[config.mk]
export PLATFORM = sky130hd
export DESIGN_NAME = fetch_unit
export DESIGN_NICKNAME = d
export VERILOG_FILES = /design/src/rtl/fetch_unit.sv
export SDC_FILE = /design/constraint.sdc
export NUM_CORES = 1
export LEC_CHECK = 0
export ABC_CLOCK_PERIOD_IN_PS = 37100
export CORE_MARGIN = 2
export CORE_UTILIZATION = 45
export DETAILED_ROUTE_END_ITERATION = 10
export GPL_ROUTABILITY_DRIVEN = 0
export HOLD_SLACK_MARGIN = 0.15
export PLACE_DENSITY = 0.67
export SYNTH_ARGS = -nofsm -noshare
export SYNTH_HDL_FRONTEND = slang
export SYNTH_SLANG_ARGS = --single-unit
[constraint.sdc]
create_clock -name clk -period 37.1 [get_ports clk]
set_clock_uncertainty 0.1 [all_clocks]
set_input_delay 11.13 -clock clk [delete_from_list [all_inputs] [get_ports clk]]
set_output_delay 11.13 -clock clk [all_outputs]
set_load 0.01 [all_outputs]
[src/rtl/fetch_unit.sv]
// fetch_unit: instruction-fetch stage.
//
// Owns the fetch PC and issues in-order requests to instruction memory over a
// request/grant interface. Returned instruction words are tagged with their PC
// and held in a prefetch FIFO, which decode drains over a valid/ready handshake.
// A redirect flushes the FIFO, marks all in-flight responses for discard and
// restarts fetching at the new (word-aligned) PC.
//
// Ports:
//   clk            in   clock, rising edge
//   rst            in   asynchronous active-high reset
//   redirect_i     in   flush and restart at redirect_pc_i
//   redirect_pc_i  in   new fetch PC (bits [1:0] ignored)
//   imem_req_o     out  fetch request
//   imem_addr_o    out  fetch address (current fetch PC)
//   imem_gnt_i     in   request accepted when imem_req_o & imem_gnt_i
//   imem_rvalid_i  in   in-order read response valid
//   imem_rdata_i   in   instruction word of the response
//   if_valid_o     out  instruction available at FIFO head
//   if_ready_i     in   decode accepts the head entry
//   if_instr_o     out  instruction at FIFO head
//   if_pc_o        out  PC of the head instruction
//   if_pc_incr_o   out  if_pc_o + 4
module fetch_unit #(
    parameter int              XLEN         = 32,
    parameter logic [XLEN-1:0] RESET_VECTOR = '0,
    parameter int              FIFO_DEPTH   = 4
) (
    input  logic            clk,
    input  logic            rst,
    input  logic            redirect_i,
    input  logic [XLEN-1:0] redirect_pc_i,
    output logic            imem_req_o,
    output logic [XLEN-1:0] imem_addr_o,
    input  logic            imem_gnt_i,
    input  logic            imem_rvalid_i,
    input  logic [31:0]     imem_rdata_i,
    output logic            if_valid_o,
    input  logic            if_ready_i,
    output logic [31:0]     if_instr_o,
    output logic [XLEN-1:0] if_pc_o,
    output logic [XLEN-1:0] if_pc_incr_o
);

    localparam int PW  = $clog2(FIFO_DEPTH);
    localparam int CW  = PW + 1;
    localparam int CW1 = CW + 1;

    localparam logic [CW:0]     DEPTH_C    = CW1'(FIFO_DEPTH);
    localparam logic [XLEN-1:0] PC_STEP    = XLEN'(4);
    localparam logic [XLEN-1:0] ALIGN_MASK = ~XLEN'(3);

    logic [XLEN-1:0] r_fetch_pc;
    logic [XLEN-1:0] r_resp_pc;
    logic [CW-1:0]   r_outstanding;
    logic [CW-1:0]   r_discard;
    logic [CW-1:0]   r_count;
    logic [PW-1:0]   r_rd_ptr;
    logic [PW-1:0]   r_wr_ptr;
    logic [XLEN-1:0] r_fifo_pc    [FIFO_DEPTH];
    logic [31:0]     r_fifo_instr [FIFO_DEPTH];

    logic [CW:0]     w_inflight;
    logic            w_req;
    logic            w_gnt;
    logic            w_resp;
    logic            w_push;
    logic            w_pop;
    logic [XLEN-1:0] w_redirect_pc;

    always_comb begin
        // Credit covers both granted-but-unreturned fetches and buffered
        // entries, so every kept response is guaranteed a FIFO slot. A pop in
        // the same cycle does not free credit, keeping req off the ready path.
        w_inflight    = {1'b0, r_outstanding} + {1'b0, r_count};
        w_req         = !rst && !redirect_i && (w_inflight < DEPTH_C);
        w_gnt         = w_req && imem_gnt_i;
        // A response with nothing outstanding is a protocol violation; ignore it.
        w_resp        = imem_rvalid_i && (r_outstanding != '0);
        w_push        = w_resp && (r_discard == '0) && !redirect_i;
        w_pop         = if_valid_o && if_ready_i;
        w_redirect_pc = redirect_pc_i & ALIGN_MASK;
    end

    assign imem_req_o   = w_req;
    assign imem_addr_o  = r_fetch_pc;
    assign if_valid_o   = (r_count != '0) && !redirect_i;
    assign if_instr_o   = r_fifo_instr[r_rd_ptr];
    assign if_pc_o      = r_fifo_pc[r_rd_ptr];
    assign if_pc_incr_o = r_fifo_pc[r_rd_ptr] + PC_STEP;

    // Control state: PCs, credit counters and FIFO pointers.
    always_ff @(posedge clk or posedge rst) begin
        if (rst) begin
            r_fetch_pc    <= RESET_VECTOR;
            r_resp_pc     <= RESET_VECTOR;
            r_outstanding <= '0;
            r_discard     <= '0;
            r_count       <= '0;
            r_rd_ptr      <= '0;
            r_wr_ptr      <= '0;
        end else begin
            case ({w_gnt, w_resp})
                2'b10:   r_outstanding <= r_outstanding + CW'(1);
                2'b01:   r_outstanding <= r_outstanding - CW'(1);
                default: r_outstanding <= r_outstanding;
            endcase

            if (redirect_i) begin
                // Every response still in flight after this cycle belongs to
                // the old stream; one arriving now is already being dropped.
                r_fetch_pc <= w_redirect_pc;
                r_resp_pc  <= w_redirect_pc;
                r_discard  <= r_outstanding - CW'(w_resp);
                r_count    <= '0;
                r_rd_ptr   <= '0;
                r_wr_ptr   <= '0;
            end else begin
                if (w_gnt) begin
                    r_fetch_pc <= r_fetch_pc + PC_STEP;
                end
                if (w_resp && (r_discard != '0)) begin
                    r_discard <= r_discard - CW'(1);
                end
                if (w_push) begin
                    r_resp_pc <= r_resp_pc + PC_STEP;
                    r_wr_ptr  <= r_wr_ptr + PW'(1);
                end
                if (w_pop) begin
                    r_rd_ptr <= r_rd_ptr + PW'(1);
                end
                case ({w_push, w_pop})
                    2'b10:   r_count <= r_count + CW'(1);
                    2'b01:   r_count <= r_count - CW'(1);
                    default: r_count <= r_count;
                endcase
            end
        end
    end

    // FIFO storage: cleared on reset so the head outputs read zero.
    always_ff @(posedge clk or posedge rst) begin
        if (rst) begin
            for (int i = 0; i < FIFO_DEPTH; i++) begin
                r_fifo_pc[i]    <= '0;
                r_fifo_instr[i] <= '0;
            end
        end else if (w_push) begin
            r_fifo_pc[r_wr_ptr]    <= r_resp_pc;
            r_fifo_instr[r_wr_ptr] <= imem_rdata_i;
        end
    end

endmodule

==> run metrics, run 1 <==
FF+latch count, synth=between 300 and 400; number of setup buffers added after CTS=0; Layout Cells excl Fill=1809; f_max=roughly 0.042 GHz; hold slack=~0.4 ns; Max IR drop VDD=0.00003412 V; fin. max-slew vios=0; CP max stage delay=approximately 0.47 ns; Sink Count=321; Critical path buffers and inverters=5; fillers=2851; nets=~1400; starting density of the core=a little under half; WP data arrival=~13 ns; Crit path required time=between 20 and 30 ns; global-route wire length before repair=about 57000 µm; Crit-path slowest cell=clkdlybuf4s50_1; largest net degree at the start of global routing=about 120; via count=a little over 10000; # setup viols final=0; cts hold-fix bufs=0; DR DRC count=0; delay-heaviest family, CP=buffers and inverters; H-tree depth=2; Root Driver=clkbuf_16; Max-cap violations=0; Cells after DPL=~1700; Hold Crit Class=reg2reg; Mean Syn Cell Area=13.57 µm²; die width=190.4 µm; # rows=slightly below 70; pwr/cell area=between 60 and 70 nW/µm²; met3 wire len=about 1800 µm; core footprint=between 30000 and 40000 µm²; DR pass1 iterations=5; initial drt markers=roughly 600; hold path depth=1; Reg-to-Reg End=r_outstanding[2]; Final Cycle Share=about 65%; drt total wl=approximately 36000 µm; Pwr Total=between 1 and 1.5 mW; ys flop type=dfrtp_1; Crit path top cell by count=buf_4; gr ovfl total=0; PortBufs=around 190; Critical Path Fanout Max=54; Post-synth ARST share=100.0%; Compound-Gate Fraction of Synth Area=under 10%; largest family of logic cells by synthesized area=multiplexers; Cell variety after synth=~60; area delta synth->final=22.27%; Max Used Layer=met4; Critical Path Source Type=input pin; initial antenna violation count=0; CP Capture Type=output pin; vias in the first global route=between 10000 and 15000; Hold Path Sink=r_fifo_pc[72]; number of CTS-inserted buffers=37; Yosys Warn Count=0; CTS resizes=0; gate count of the mapped netlist=about 1200; run status=completed; mux cell area share after synthesis=about 28%; post-synthesis xor/xnor area fraction=3.697%; fraction of layout cells with a size suffix above 1=between 30% and 40%; adder-cell share of the synthesized area=1.376%; sequential area share after synthesis=roughly half; CP cell instances=buf_2 -> buf_4 -> clkinv_1 -> buf_4 -> and2_1 -> clkdlybuf4s50_1; CP Class=in2out; Top-Level Pins=200; Post-Route Utilization=55.62%; Mapped Area=~16000 µm²; Clock Pin Slew Worst Setup and Hold Paths=around 0.060 ns; metal2 WL=16280 µm; Skew-Pair Late Insertion Delay=between 0.5 and 0.6 ns; TNS Setup=0 ns; final hold vios=0; Simple-Gate Fraction of Synth Area=between 9 and 10%; clk buf depth=3; Via-to-Cell Ratio=between 5 and 6; post-route ant nets=0; DR WL/cell=slightly below 20 µm; metal1 wirelength=around 17000 µm; worst reg2reg path depth=10; GRT Util Overall=19.93%; Leak=about 8.4 nW; Worst R2R Setup Slack=33.72 ns; fin crit period=23.98 ns; Reg-to-Reg Start=r_count[2]; Slew @ Worst Pin=1.018 ns; Final HPWL DP=between 20000 and 25000 µm; Slew headroom=between 30% and 40%; Worst Min Path Start=r_fifo_pc[72]; unrepaired setup endpoints after global routing=no; EDFF count, synth=0; Die Span Y=190.4 µm; Worst Setup SP=redirect_i; CTS tree=done; DIE AREA=roughly 36000 µm²
[synthesized netlist by cell type (all sizes together) (2+ instances only)]
| library cell | n | area [µm²] |
|---|---|---|
| nor3b | 2 | 20.02 |
| inv | 17 | 63.81 |
| xor2 | 23 | 201.4 |
| nand2 | 74 | 277.8 |
| dfrtp | 321 | 8033 |
| nor3 | 10 | 55.05 |
| a21oi | 9 | 45.04 |
| xnor2 | 43 | 376.6 |
| mux2 | 264 | 2973 |
| ha | 14 | 175.2 |
| o311ai | 7 | 61.31 |
| and4 | 13 | 115.1 |
| a211oi | 2 | 15.01 |
| nor4 | 13 | 153.9 |
| o21ai | 33 | 165.2 |
| o31ai | 2 | 15.01 |
| nor2 | 20 | 75.07 |
| fa | 2 | 40.04 |
| a22o | 2 | 17.52 |
| a21o | 2 | 15.01 |
| clkbuf | 26 | 97.59 |
| mux4 | 62 | 1425 |
| a31oi | 5 | 31.28 |
| or3 | 3 | 18.77 |
| nand3 | 44 | 232.7 |
| o211ai | 15 | 112.6 |
| and3 | 13 | 81.33 |
| a41oi | 2 | 17.52 |
| and2 | 10 | 62.56 |
| nor2b | 2 | 12.51 |
| or4 | 8 | 60.06 |
| buf | 48 | 291.5 |
| nand4 | 30 | 217.7 |
[worst reg2reg max path, stage by stage, from the launching register on]
cell and delay, ns:
dfrtp_1 0.45, ha_1 0.30, nor4_1 0.31, and4_1 0.72, inv_2 0.42, ha_1 0.35
inv_1 0.08, fa_1 0.18, xor2_1 0.15, nor2_1 0.07, xor2_1 0.14
[layout by cell type (no fill, tap or decap), types with 7 or more instances in the layout]
master           synthesis  routed
a21oi_1                  9       9
o311ai_0                 7       7
and3_1                  13      13
inv_1                   16      15
o211ai_1                15      15
and2_1                   9       9
clkdlybuf4s50_1          0     190
mux4_2                  54      54
nand3_1                 43      43
ha_1                    14      14
buf_4                    8      12
nor2_1                  20      20
xor2_1                  23      23
or4_1                    8       8
nand2_1                 74      70
mux2_2                 264     264
nor4_1                   7       7
nand4_1                 28      28
mux4_1                   7       7
nor3_1                   9       9
and4_1                  12      12
clkinv_2                 0      11
o21ai_0                 33      33
dfrtp_1                321     319
clkbuf_8                 0       7
xnor2_1                 43      43
clkbuf_16                0      39
[kinds of logic after synthesis]
family | after synthesis
AOI/OAI and AO/OA | 82
buffers and inverters | 92
adders and majority gates | 16
and+or+nand+nor | 247
DFF | 321
xor gates and xnor gates | 66
other | 1
muxes | 327
[flip-flops by register name, indices dropped and copies added (netlist names)]
register / flops
r_wr_ptr: 2
r_discard: 3
r_resp_pc: 30
r_rd_ptr: 2
imem_addr_o: 30
r_outstanding: 3
r_fifo_pc: 120
r_count: 3
r_fifo_instr: 128
[worst max-delay path by stage]
stage	cells after the start	to	slack, ns
after floorplan	4	imem_req_o	13.95
after global placement	6	if_valid_o	13.08
after detailed placement	6	if_valid_o	13.08
after CTS	6	if_valid_o	13.07
after global routing	6	if_valid_o	12.98
final	6	if_valid_o	13.12
[metal layers]
layer	vias to the layer above	track usage, %
li1	4621	-
met1	5240	28.83
met2	281	31.30
met3	57	3.257
met4	0	5.307
met5	-	0
[where the power goes]
part | internal (mW) | total, mW | switching [mW]
Sequential | 0.429 | 0.482 | 0.0527
Clock | 0.227 | 0.371 | 0.144
Combinational | 0.260 | 0.452 | 0.191
Total | 0.916 | 1.30 | 0.389
[cell type report]
class / instances / area (µm²) / area share, %
flip-flops and latches: 321 / 8038 / 42.04
multi-input cells: 744 / 7177 / 37.54
repair buffers: 203 / 1997 / 10.44
clock buffers: 49 / 1084 / 5.667
well taps: 455 / 569.3 / 2.978
clock inverters: 18 / 177.7 / 0.9293
inverters: 18 / 75.07 / 0.3926
diodes: 1 / 2.502 / 0.01309
[through the flow]
step | instance area [µm²] | setup WS [ns]
2_1_floorplan | 15660 | 13.95
3_3_place_gp | 17860 | 13.08
3_5_place_dp | 17860 | 13.08
4_1_cts | 19120 | 13.07
5_1_grt | 19120 | 12.98
6_report | 19120 | 13.12
Power figures use the tool's default switching activity.
==> run 2: changes to the inputs <==
ABC_CLOCK_PERIOD_IN_PS = 22600   (was 37100)
clock period = 22.6 ns   (was 37.1 ns; I/O delays follow)
==> run metrics, run 2 (synthesis gave the netlist of run 1 again) <==
run status=completed; Root Driver=clkbuf_16; f_max=0.06584 GHz; TNS Setup=0 ns; PortBufs=about 190; Critical path buffers and inverters=2; largest net degree at the start of global routing=approximately 180; vias in the first global route=around 10000; Biggest register=r_fifo_instr; Die Span Y=between 150 and 200 µm; Clock Pin Slew Worst Setup and Hold Paths=about 0.060 ns; cts hold-fix bufs=0; Via-to-Cell Ratio=approximately 5.6; Slew @ Worst Pin=1.024 ns; area delta synth->final=22.44%; number of CTS-inserted buffers=37; CP Class=in2out; DR WL/cell=just under 20 µm; pwr/cell area=112.6 nW/µm²; core footprint=~34000 µm²; global-route wire length before repair=between 50000 and 60000 µm; met3 wire len=approximately 1800 µm; most frequent cells in the layout=dfrtp_1, mux2_2, clkdlybuf4s50_1; CP cell instances=clkdlybuf4s50_1 -> nor4_1 -> and3_1 -> clkdlybuf4s50_1; Skew-Pair Late Insertion Delay=0.51 ns; die width=approximately 190 µm; CTS tree=done; CP max stage delay=around 0.53 ns; DR pass1 iterations=5; DR DRC count=0; H-tree depth=2; Hold Crit Class=reg2reg; delay-heaviest family, CP=buffers and inverters; Sink Count=roughly 320; clk buf depth=3; # setup viols final=0; Max IR drop VDD=0.00005292 V; unrepaired setup endpoints after global routing=no; fin. max-slew vios=0; DIE AREA=approximately 36000 µm²; Post-Route Utilization=around 56%; Slew headroom=between 30% and 40%; final hold vios=0; Leak=8.456 nW; Top-Level Pins=200; Critical Path Fanout Max=2; most common cell after layout, fill and taps aside=dfrtp_1; via count=a little over 10000; Critical Path Source Type=input pin; Crit-path slowest cell=clkdlybuf4s50_1; Regs by FF count=r_fifo_instr (128), r_fifo_pc (120); Crit path required time=~16 ns; fin crit period=15.19 ns; Max Used Layer=met4; gr ovfl total=0; Ant. Diodes=0; drt total wl=35160 µm; # rows=between 60 and 70; CTS resizes=0; Final Cycle Share=between 60% and 70%; starting density of the core=45.49%; max FFs per register=around 130; WP data arrival=around 8.3 ns; number of setup buffers added after CTS=0; nets=roughly 1400; post-route ant nets=0; Max-cap violations=0; fraction of layout cells with a size suffix above 1=30.69%; metal1 wirelength=16250 µm; initial antenna violation count=0; GRT Util Overall=a little under 20%; Crit path top cell by count=clkdlybuf4s50_1; CP Capture Type=output pin; Final HPWL DP=22430 µm; initial drt markers=about 520; metal2 WL=~16000 µm
-- run 2: per-layer routing --
| layer | vias to the layer above | GRT usage [%] |
|---|---|---|
| li1 | 4607 | - |
| met1 | 5165 | 28.23 |
| met2 | 266 | 31.66 |
| met3 | 48 | 3.349 |
| met4 | 0 | 5.218 |
| met5 | - | 0 |
-- run 2: worst reg2reg max path: cells and delay by family (launching register included) --
kind / cells / cell delay, ns
xor gates and xnor gates: 2 / 0.27
buffers and inverters: 2 / 0.50
DFF: 1 / 0.45
adders and majority gates: 3 / 0.83
and+or+nand+nor: 3 / 1.10
-- run 2: path summary, 6_finish.rpt --
| kind | startpoint | end | slack (ns) | depth (start not counted) |
|---|---|---|---|---|
| max | rst | imem_req_o | 7.41 | 4 |
| min | r_fifo_pc[88] | r_fifo_pc[88] | 0.40 | 1 |
| max reg2reg | r_count[2] | r_outstanding[2] | 19.24 | 10 |
| min reg2reg | r_fifo_pc[88] | r_fifo_pc[88] | 0.40 | 1 |
| max in group asynchronous | rst | r_rd_ptr[0] | 14.07 | 3 |
| min in group asynchronous | rst | r_outstanding[0] | 6.81 | 2 |
-- run 2: final cells by class --
class | instances | area, µm²
multi-input cells | 744 | 7177
well taps | 455 | 569.3
fillers | 2853 | 15230
clock inverters | 16 | 241.5
repair buffers | 201 | 1994
flip-flops and latches | 321 | 8038
inverters | 18 | 75.07
clock buffers | 49 | 1051
-- run 2: where the power goes --
group	internal (mW)	switching (mW)
Combinational	0.427	0.309
Sequential	0.704	0.0894
Clock	0.396	0.231
Total	1.53	0.630
-- run 2: through the flow --
stage	instances	hold WS (ns)	setup slack (ns)	area (µm²)	total power [mW]
2_1_floorplan	1157	0.3704	6.835	15660	1.212
3_5_place_dp	1739	0.3844	7.405	17850	1.547
6_report	1804	0.3957	7.412	19150	2.157
4_1_cts	1804	0.3981	7.391	19150	2.185
5_1_grt	1804	0.4050	7.323	19150	2.273
3_3_place_gp	1739	0.3790	7.364	17850	1.529
